**config.mk**
```make
export PLATFORM = sky130hd
export DESIGN_NAME = run_monitor
export DESIGN_NICKNAME = d
export VERILOG_FILES = /design/src/rtl/run_monitor_pkg.sv /design/src/rtl/run_monitor_trap_arbiter.sv /design/src/rtl/run_monitor.sv
export SDC_FILE = /design/constraint.sdc
export NUM_CORES = 1
export LEC_CHECK = 0
export ABC_AREA = 1
export CAP_MARGIN = 15
export CORE_MARGIN = 10
export CORE_UTILIZATION = 53
export DETAILED_ROUTE_END_ITERATION = 16
export PLACE_DENSITY = 0.83
export SETUP_SLACK_MARGIN = 0.5
export SLEW_MARGIN = 20
export SYNTH_ARGS = -nofsm -noshare
export SYNTH_HDL_FRONTEND = slang
export SYNTH_SLANG_ARGS = --single-unit
```
**constraint.sdc**
```tcl
create_clock -name clk -period 2.75 [get_ports clk]
set_input_delay 0.275 -clock clk [delete_from_list [all_inputs] [get_ports clk]]
set_output_delay 0.275 -clock clk [all_outputs]
set_load 0.02 [all_outputs]
```
**src/rtl/run_monitor_pkg.sv**
```systemverilog
// run_monitor_pkg: shared state encoding and arithmetic helpers
// for the run-control / watchdog unit.
package run_monitor_pkg;

  typedef enum logic [1:0] {
    IDLE,
    RESET,
    RUN,
    DONE
  } state_t;

  localparam int SAT_W = 64;

  // Widest counter supported is SAT_W; callers cast in and out.
  function automatic logic [SAT_W-1:0] sat_add(
    input logic [SAT_W-1:0] a,
    input logic [SAT_W-1:0] b,
    input logic [SAT_W-1:0] lim
  );
    logic [SAT_W:0] s;
    s = {1'b0, a} + {1'b0, b};
    if (s > {1'b0, lim}) return lim;
    return s[SAT_W-1:0];
  endfunction

endpackage

```
**src/rtl/run_monitor_trap_arbiter.sv**
```systemverilog
// trap_arbiter: picks the lowest-index trapping core and
// forwards its result word.
module trap_arbiter #(
  parameter  int NCORES = 1,
  parameter  int XLEN   = 32,
  localparam int IW     = $clog2(NCORES > 1 ? NCORES : 2)
) (
  input  logic [NCORES-1:0]      trap,
  input  logic [NCORES*XLEN-1:0] result,
  output logic                   any,
  output logic [IW-1:0]          index,
  output logic [XLEN-1:0]        sel
);

  always_comb begin
    any   = |trap;
    index = '0;
    sel   = '0;
    for (int i = NCORES - 1; i >= 0; i--) begin
      if (trap[i]) begin
        index = IW'(i);
        sel   = result[i*XLEN +: XLEN];
      end
    end
  end

endmodule

```
**src/rtl/run_monitor.sv**
```systemverilog
// run_monitor: sequences core reset, counts run cycles and
// retired instructions, stops on first trap or timeout.
module run_monitor
  import run_monitor_pkg::*;
#(
  parameter  int NCORES       = 1,
  parameter  int XLEN         = 32,
  parameter  int CNT_W        = 32,
  parameter  int RESET_CYCLES = 4,
  parameter  int TIMEOUT      = 5000,
  localparam int IW           = $clog2(NCORES > 1 ? NCORES : 2)
) (
  input  logic                   clk,
  input  logic                   resetn,
  input  logic                   start,
  input  logic [NCORES-1:0]      trap,
  input  logic [NCORES-1:0]      step,
  input  logic [NCORES*XLEN-1:0] result,
  output logic [NCORES-1:0]      core_resetn,
  output logic                   busy,
  output logic                   done,
  output logic                   timed_out,
  output logic [IW-1:0]          trap_core,
  output logic [XLEN-1:0]        trap_result,
  output logic [CNT_W-1:0]       cycle_cnt,
  output logic [CNT_W-1:0]       retire_cnt
);

  localparam int RW = RESET_CYCLES > 1 ? $clog2(RESET_CYCLES) : 1;
  localparam int PW = $clog2(NCORES + 1);
  localparam logic [CNT_W-1:0] CMAX  = '1;
  localparam logic [CNT_W-1:0] TLAST = CNT_W'(TIMEOUT - 1);
  localparam logic [RW-1:0]    RLAST = RW'(RESET_CYCLES - 1);

  state_t          state;
  logic [RW-1:0]   rcnt;
  logic [PW-1:0]   pc;
  logic            any;
  logic [IW-1:0]   idx;
  logic [XLEN-1:0] sel;

  trap_arbiter #(
    .NCORES (NCORES),
    .XLEN   (XLEN)
  ) u_arb (
    .trap   (trap),
    .result (result),
    .any    (any),
    .index  (idx),
    .sel    (sel)
  );

  always_comb pc = PW'($countones(step));

  always_ff @(posedge clk or negedge resetn) begin
    if (!resetn) begin
      state       <= IDLE;
      rcnt        <= '0;
      core_resetn <= '0;
      busy        <= 1'b0;
      done        <= 1'b0;
      timed_out   <= 1'b0;
      trap_core   <= '0;
      trap_result <= '0;
      cycle_cnt   <= '0;
      retire_cnt  <= '0;
    end else begin
      unique case (state)
        IDLE, DONE: begin
          if (start) begin
            state       <= RESET;
            rcnt        <= '0;
            busy        <= 1'b1;
            done        <= 1'b0;
            timed_out   <= 1'b0;
            trap_core   <= '0;
            trap_result <= '0;
            cycle_cnt   <= '0;
            retire_cnt  <= '0;
          end
        end
        RESET: begin
          if (rcnt == RLAST) begin
            state       <= RUN;
            core_resetn <= '1;
          end else begin
            rcnt <= rcnt + 1'b1;
          end
        end
        RUN: begin
          cycle_cnt  <= CNT_W'(sat_add(SAT_W'(cycle_cnt),
                                       SAT_W'(1),
                                       SAT_W'(CMAX)));
          retire_cnt <= CNT_W'(sat_add(SAT_W'(retire_cnt),
                                       SAT_W'(pc),
                                       SAT_W'(CMAX)));
          // A trap in the timeout cycle takes precedence.
          if (any || (TIMEOUT != 0 && cycle_cnt == TLAST)) begin
            state       <= DONE;
            busy        <= 1'b0;
            done        <= 1'b1;
            core_resetn <= '0;
            if (any) begin
              trap_core   <= idx;
              trap_result <= sel;
            end else begin
              timed_out <= 1'b1;
            end
          end
        end
        default: state <= IDLE;
      endcase
    end
  end

endmodule

```
Yosys cells after proc, flatten, opt, wreduce, memory -nomap -nowiden

Cells that the tools add are included.

Flip-flop bits (word level): 105
Input port bits: 37
Output and inout bits: 101
Logic and storage cells: 74

$add $sub $neg: 3
$lt $le $gt $ge: 2
Equality and inequality tests: 11
Mux-type cells: 35
Reductions and logical operators: 13

Operator list:

| operator              | number |
|---|---|
| $mux 32               | 7 |
| $pmux 32 s2           | 3 |
| $gt 33x32->1 const B  | 2 |
| $add 32x1->33         | 1 |
| $add 32x1->33 const B | 1 |
| $eq 32x13->1 const B  | 1 |
| $mux 1                | 13 |
| $ne 2x2->1 const B    | 6 |
| $reduce_and 3->1      | 4 |
| $mux 2                | 5 |
| $pmux 1 s2            | 5 |
| $reduce_and 4->1      | 2 |
| $eq 2x2->1 const B    | 3 |
| $pmux 2 s3            | 1 |
| $reduce_bool 2->1     | 3 |
| $pmux 2 s2            | 1 |
| $add 2x1->2 const B   | 1 |
| $eq 2x1->1 const B    | 1 |
| $logic_not 2->1       | 1 |
| $reduce_and 2->1      | 1 |
| $reduce_or 2->1       | 1 |
| $logic_or 1x1->1      | 1 |

Depth between registers and ports, before layout

Depth after elaboration: 6
Gate-level depth with buffers: 18
Mapped depth without buffers: 17

Hierarchy

A second synthesis with hierarchy kept.

Cells, all modules: 1013
Area total of the unflattened synthesis: 6672.6 sq um

By module, submodules not included:

| module       | times used | cells an instance | area each (sq um) | sequential area each (sq um) |
|---|---|---|---|---|
| run_monitor  | 1          | 943               | 6379.9            | 2627.5 |
| trap_arbiter | 1          | 70                | 292.8             | 0.0 |

Worst setup path after synthesis

OpenSTA, ideal clock, no wires.

Path kind: register to register
From: register cycle_cnt[0]
To: register cycle_cnt[0]
Arrival: 2.159 ns
Data required time: 2.633 ns
Setup slack: 0.474 ns
Cell stages (with the launch flop): 18
Cells stage by stage: dfrtp_1 ha_1 nand2_2 nor2_8 nand2_4 nand2_1 nand2_1 nor2_1 nand2_1 nor2_1 nand2_1 nor2_2 nor2_2 nand2_4 buf_12 nand3_2 nand2_1 nand2_1

Word-level cells in the longest chain between the ends: 6

RTL lines:

| what                   | line                  | RTL |
|---|---|---|
| start, declared        | run_monitor.sv:25     | `output logic [CNT_W-1:0] cycle_cnt,` |
| start signal, assigned | run_monitor.sv:91     | `cycle_cnt <= CNT_W'(sat_add(SAT_W'(cycle_cnt),` |
| $add 32x1->33 (*)      | run_monitor_pkg.sv:21 | `s = {1'b0, a} + {1'b0, b};` |
| $gt 33x32->1           | run_monitor_pkg.sv:22 | `if (s > {1'b0, lim}) return lim;` |
| $mux 1                 | run_monitor_pkg.sv:22 |  |
| $mux 1                 | run_monitor.sv:68     | `unique case (state)` |
| $mux 32 (*)            | run_monitor_pkg.sv:23 | `return s[SAT_W-1:0];` |
| $pmux 32 s2 (*)        | run_monitor.sv:68     |  |

Mark *: on every way between the ends. The rest lies on a longest branch, timed or not. The select of a mux whose other input is x is not followed.
A chain may end at the register's enable or synchronous reset.

Worst setup path after layout

From: register cycle_cnt[1]
To: register cycle_cnt[14]

Same word-level chain as after synthesis.

==> qor.txt <==
Setup repair after global routing missed its margin - yes
Initial Util - 0.5394
Peak fanout along the critical path - 7
Clock buffer depth - 2
Fillers - 963
Final setup fails - 0
Worst path top cell family by delay - simple AND/OR/NAND/NOR gates
Dominant cells by area after synthesis - dfrtp_1, nand2_1, inv_1
Synthesized area per cell - 6.946 µm²
Antenna-violating nets left - 0
Cell leakage power - 4.503 nW
First-pass GRT wire length - 34090 µm
Post-layout min period - 2409 ps
Clock share of power - 0.211
Req. time, crit path - 3050 ps
Area Growth Syn to Fin - 36.58%
Drt initial violations - 861
# diodes - 0
Critical path data arrival time - 2710 ps
Cell row count - 41
Layout Nets - 1183
Cell Int Power - 3.475 mW
Sw frac - 0.4360
Routed len/inst - 16.22 µm
Largest net degree at the start of global routing - 42
CP cell instances - ha_4, nand2_4, nor2_8, nand3_4, inv_1, nand2_1, nand2_1, nand2_1, nor2_1, nand3_2, nor2_4, nand2_8, buf_12, nand3_2, nand2_1, nand2_1
Peak VDD IR - 0.8625 mV
CP peak stage delay - 400 ps
Top cell type's share of synthesized area - 0.3839
Syn_nets - 1021
Flops & latches, synth - 104
CTS tree - built
CTS Sinks - 104
Register area share after synthesis - 0.3839
Total track usage - 0.2283
Reg clk slew, reported paths - 80 ps
YS warnings - 0
DIE AREA - 17710 µm²
HPWL Detailed - 14640 µm
Highest clock rate - 0.4152 GHz
Final WL - 21330 µm
CP Launch Type - flip-flop
Top-Level Pins - 138
Vias in the first global route - 7114
Final Cycle Share - 0.8758
Unique cell type count in the Yosys netlist - 37
Share of layout cells above drive strength 1 - 0.1846
Core footprint - 12570 µm²
# DRC - 0
Count leader, synth - nand2_1
Clk_skew - 9.674 ps
Power Dens Cells - 665.5 nW/µm²
Most instantiated cells after synthesis - nand2_1, inv_1, dfrtp_1
Register share of total power - 0.328
Worst slack at placement - 176.9 ps
Worst-Margin Slew - 725.3 ps
Post-DR vias/cell - 5.494
Drt pass-1 iters - 7
Max-Cap Viols - 0
H-tree Lvls - 3
Setup TNS - 0 ps
Die W - 133.1 µm
CP endpoint kind - flip-flop
Initial antenna violation count - 0
RD Place Congestion - 0.9509
Max Slew Vio Count - 0
Worst-skew pair later-pin latency - 360 ps
Run status - complete, no violations
Root Driver - clkbuf_16
Gate Count Post-Synth - 976
Sw power - 2.687 mW
Worst hold path class - in -> async
Port buffer count - 136
Cell mode on critical path - nand2_1
Grt ovf - 0
Slowest CP cell - dfrtp_2
Die Y - 133.1 µm
Slew margin rel. - 0.5120
Fin. Hold Viols - 0
Dominant cell type by area after synthesis - dfrtp_1
Worst Path Buf+Inv - 2
Most used DFF post-synth - dfrtp_1
Synth Cell Area - 6779 µm²
Post-synth ARST share - 1.000
Critical path class - reg -> reg
DR vias - 7225
Post-route setup slack - 341.4 ps
Post-synth EDFFs - 0
TritonCTS Buffers - 9
Gate power share - 0.460
-- layout by cell type (no fill, tap or decap), drive strengths merged --
master / count
nand3: 104
xor2: 13
o31ai: 3
clkbuf: 10
or2: 1
o22ai: 19
a31oi: 1
buf: 50
a21oi: 16
clkinv: 5
nor3b: 1
ha: 8
a22o: 1
nor3: 23
dlygate4sd3: 1
nor4: 8
inv: 115
nor2: 104
clkdlybuf4s50: 135
o21bai: 2
dfrtp: 104
nand2: 345
nand4: 12
o21ai: 60
conb: 1
o21a: 1
-- area by class of cell --
cell class	count	area [µm²]	share of cell area
inverter	113	426.7	0.04608
clock inverter	7	73.82	0.007973
timing repair buffer	187	1831	0.1977
clock buffer	9	225.2	0.02432
tap	172	215.2	0.02324
multi-input combinational	723	3859	0.4168
sequential	104	2629	0.2839
-- registers in the layout, indices dropped and copies added (netlist names) --
| name | cells |
|---|---|
| core_resetn | 1 |
| trap_result | 32 |
| rcnt | 2 |
| busy | 1 |
| timed_out | 1 |
| state | 2 |
| cycle_cnt | 32 |
| done | 1 |
| retire_cnt | 32 |
-- what timing repair did --
item / CTS / global route
gates cloned: 1 / 1
endpoints found under the hold margin: 38 / 0
setup endpoints to repair: 32 / 98
buffers inserted: 17 / 12
resized for setup: 34 / 70
hold buffers: 1 / 0
pin swaps: 12 / 39
-- layer usage --
metal / wire length [µm] / GRT usage / vias up
met5: 0 / 0 / -
met2: 10440 / 0.3885 / 344
met4: 680 / 0.08525 / 0
li1: - / - / 3438
met3: 1916 / 0.06842 / 69
met1: 8286 / 0.2657 / 3374
-- metrics by stage --
stage / std cells / power, mW / utilization / cell area [µm²] / hold WS, ps
global placement: 1267 / 4.730 / 0.6632 / 8335 / 303.3
global route: 1315 / 6.534 / 0.7367 / 9259 / 470.8
finish: 1315 / 6.162 / 0.7367 / 9259 / 443.8
CTS: 1302 / 6.129 / 0.7087 / 8907 / 451.7
detailed placement: 1267 / 4.778 / 0.6632 / 8335 / 299.7
floorplan: 976 / 3.617 / - / 6780 / -20.59
-- final timing paths --
kind | from | endpoint | slack, ps | depth (start not counted)
setup reg to reg | cycle_cnt[1]$_DFFE_PN0P_ | cycle_cnt[14]$_DFFE_PN0P_ | 340 | 16
max in group asynchronous | resetn | cycle_cnt[22]$_DFFE_PN0P_ | 1570 | 3
hold reg to reg | timed_out$_DFFE_PN0P_ | timed_out$_DFFE_PN0P_ | 500 | 2
setup / recovery | cycle_cnt[1]$_DFFE_PN0P_ | cycle_cnt[14]$_DFFE_PN0P_ | 340 | 16
min in group clk | result[9] | trap_result[9]$_DFFE_PN0P_ | 460 | 3
hold / removal | resetn | retire_cnt[8]$_DFFE_PN0P_ | 440 | 2
-- power groups by stage --
stage	registers, mW	clock network [mW]	logic [mW]
after floorplan	2.39	0	1.23
after global placement	2.04	0	2.69
after detailed placement	2.05	0	2.73
after CTS	2.02	1.32	2.79
after global routing	2.06	1.39	3.09
final	2.02	1.30	2.84
-- cells by family after synthesis --
group	Yosys count	share of synthesized area
DFF	104	0.3839
adders and majority gates	8	0.01477
other	1	0.0005532
and+or+nand+nor	598	0.4079
AOI/OAI and AO/OA	103	0.08306
buffers and inverters	149	0.09302
xor gates and xnor gates	13	0.01680
Power figures use the tool's default switching activity.
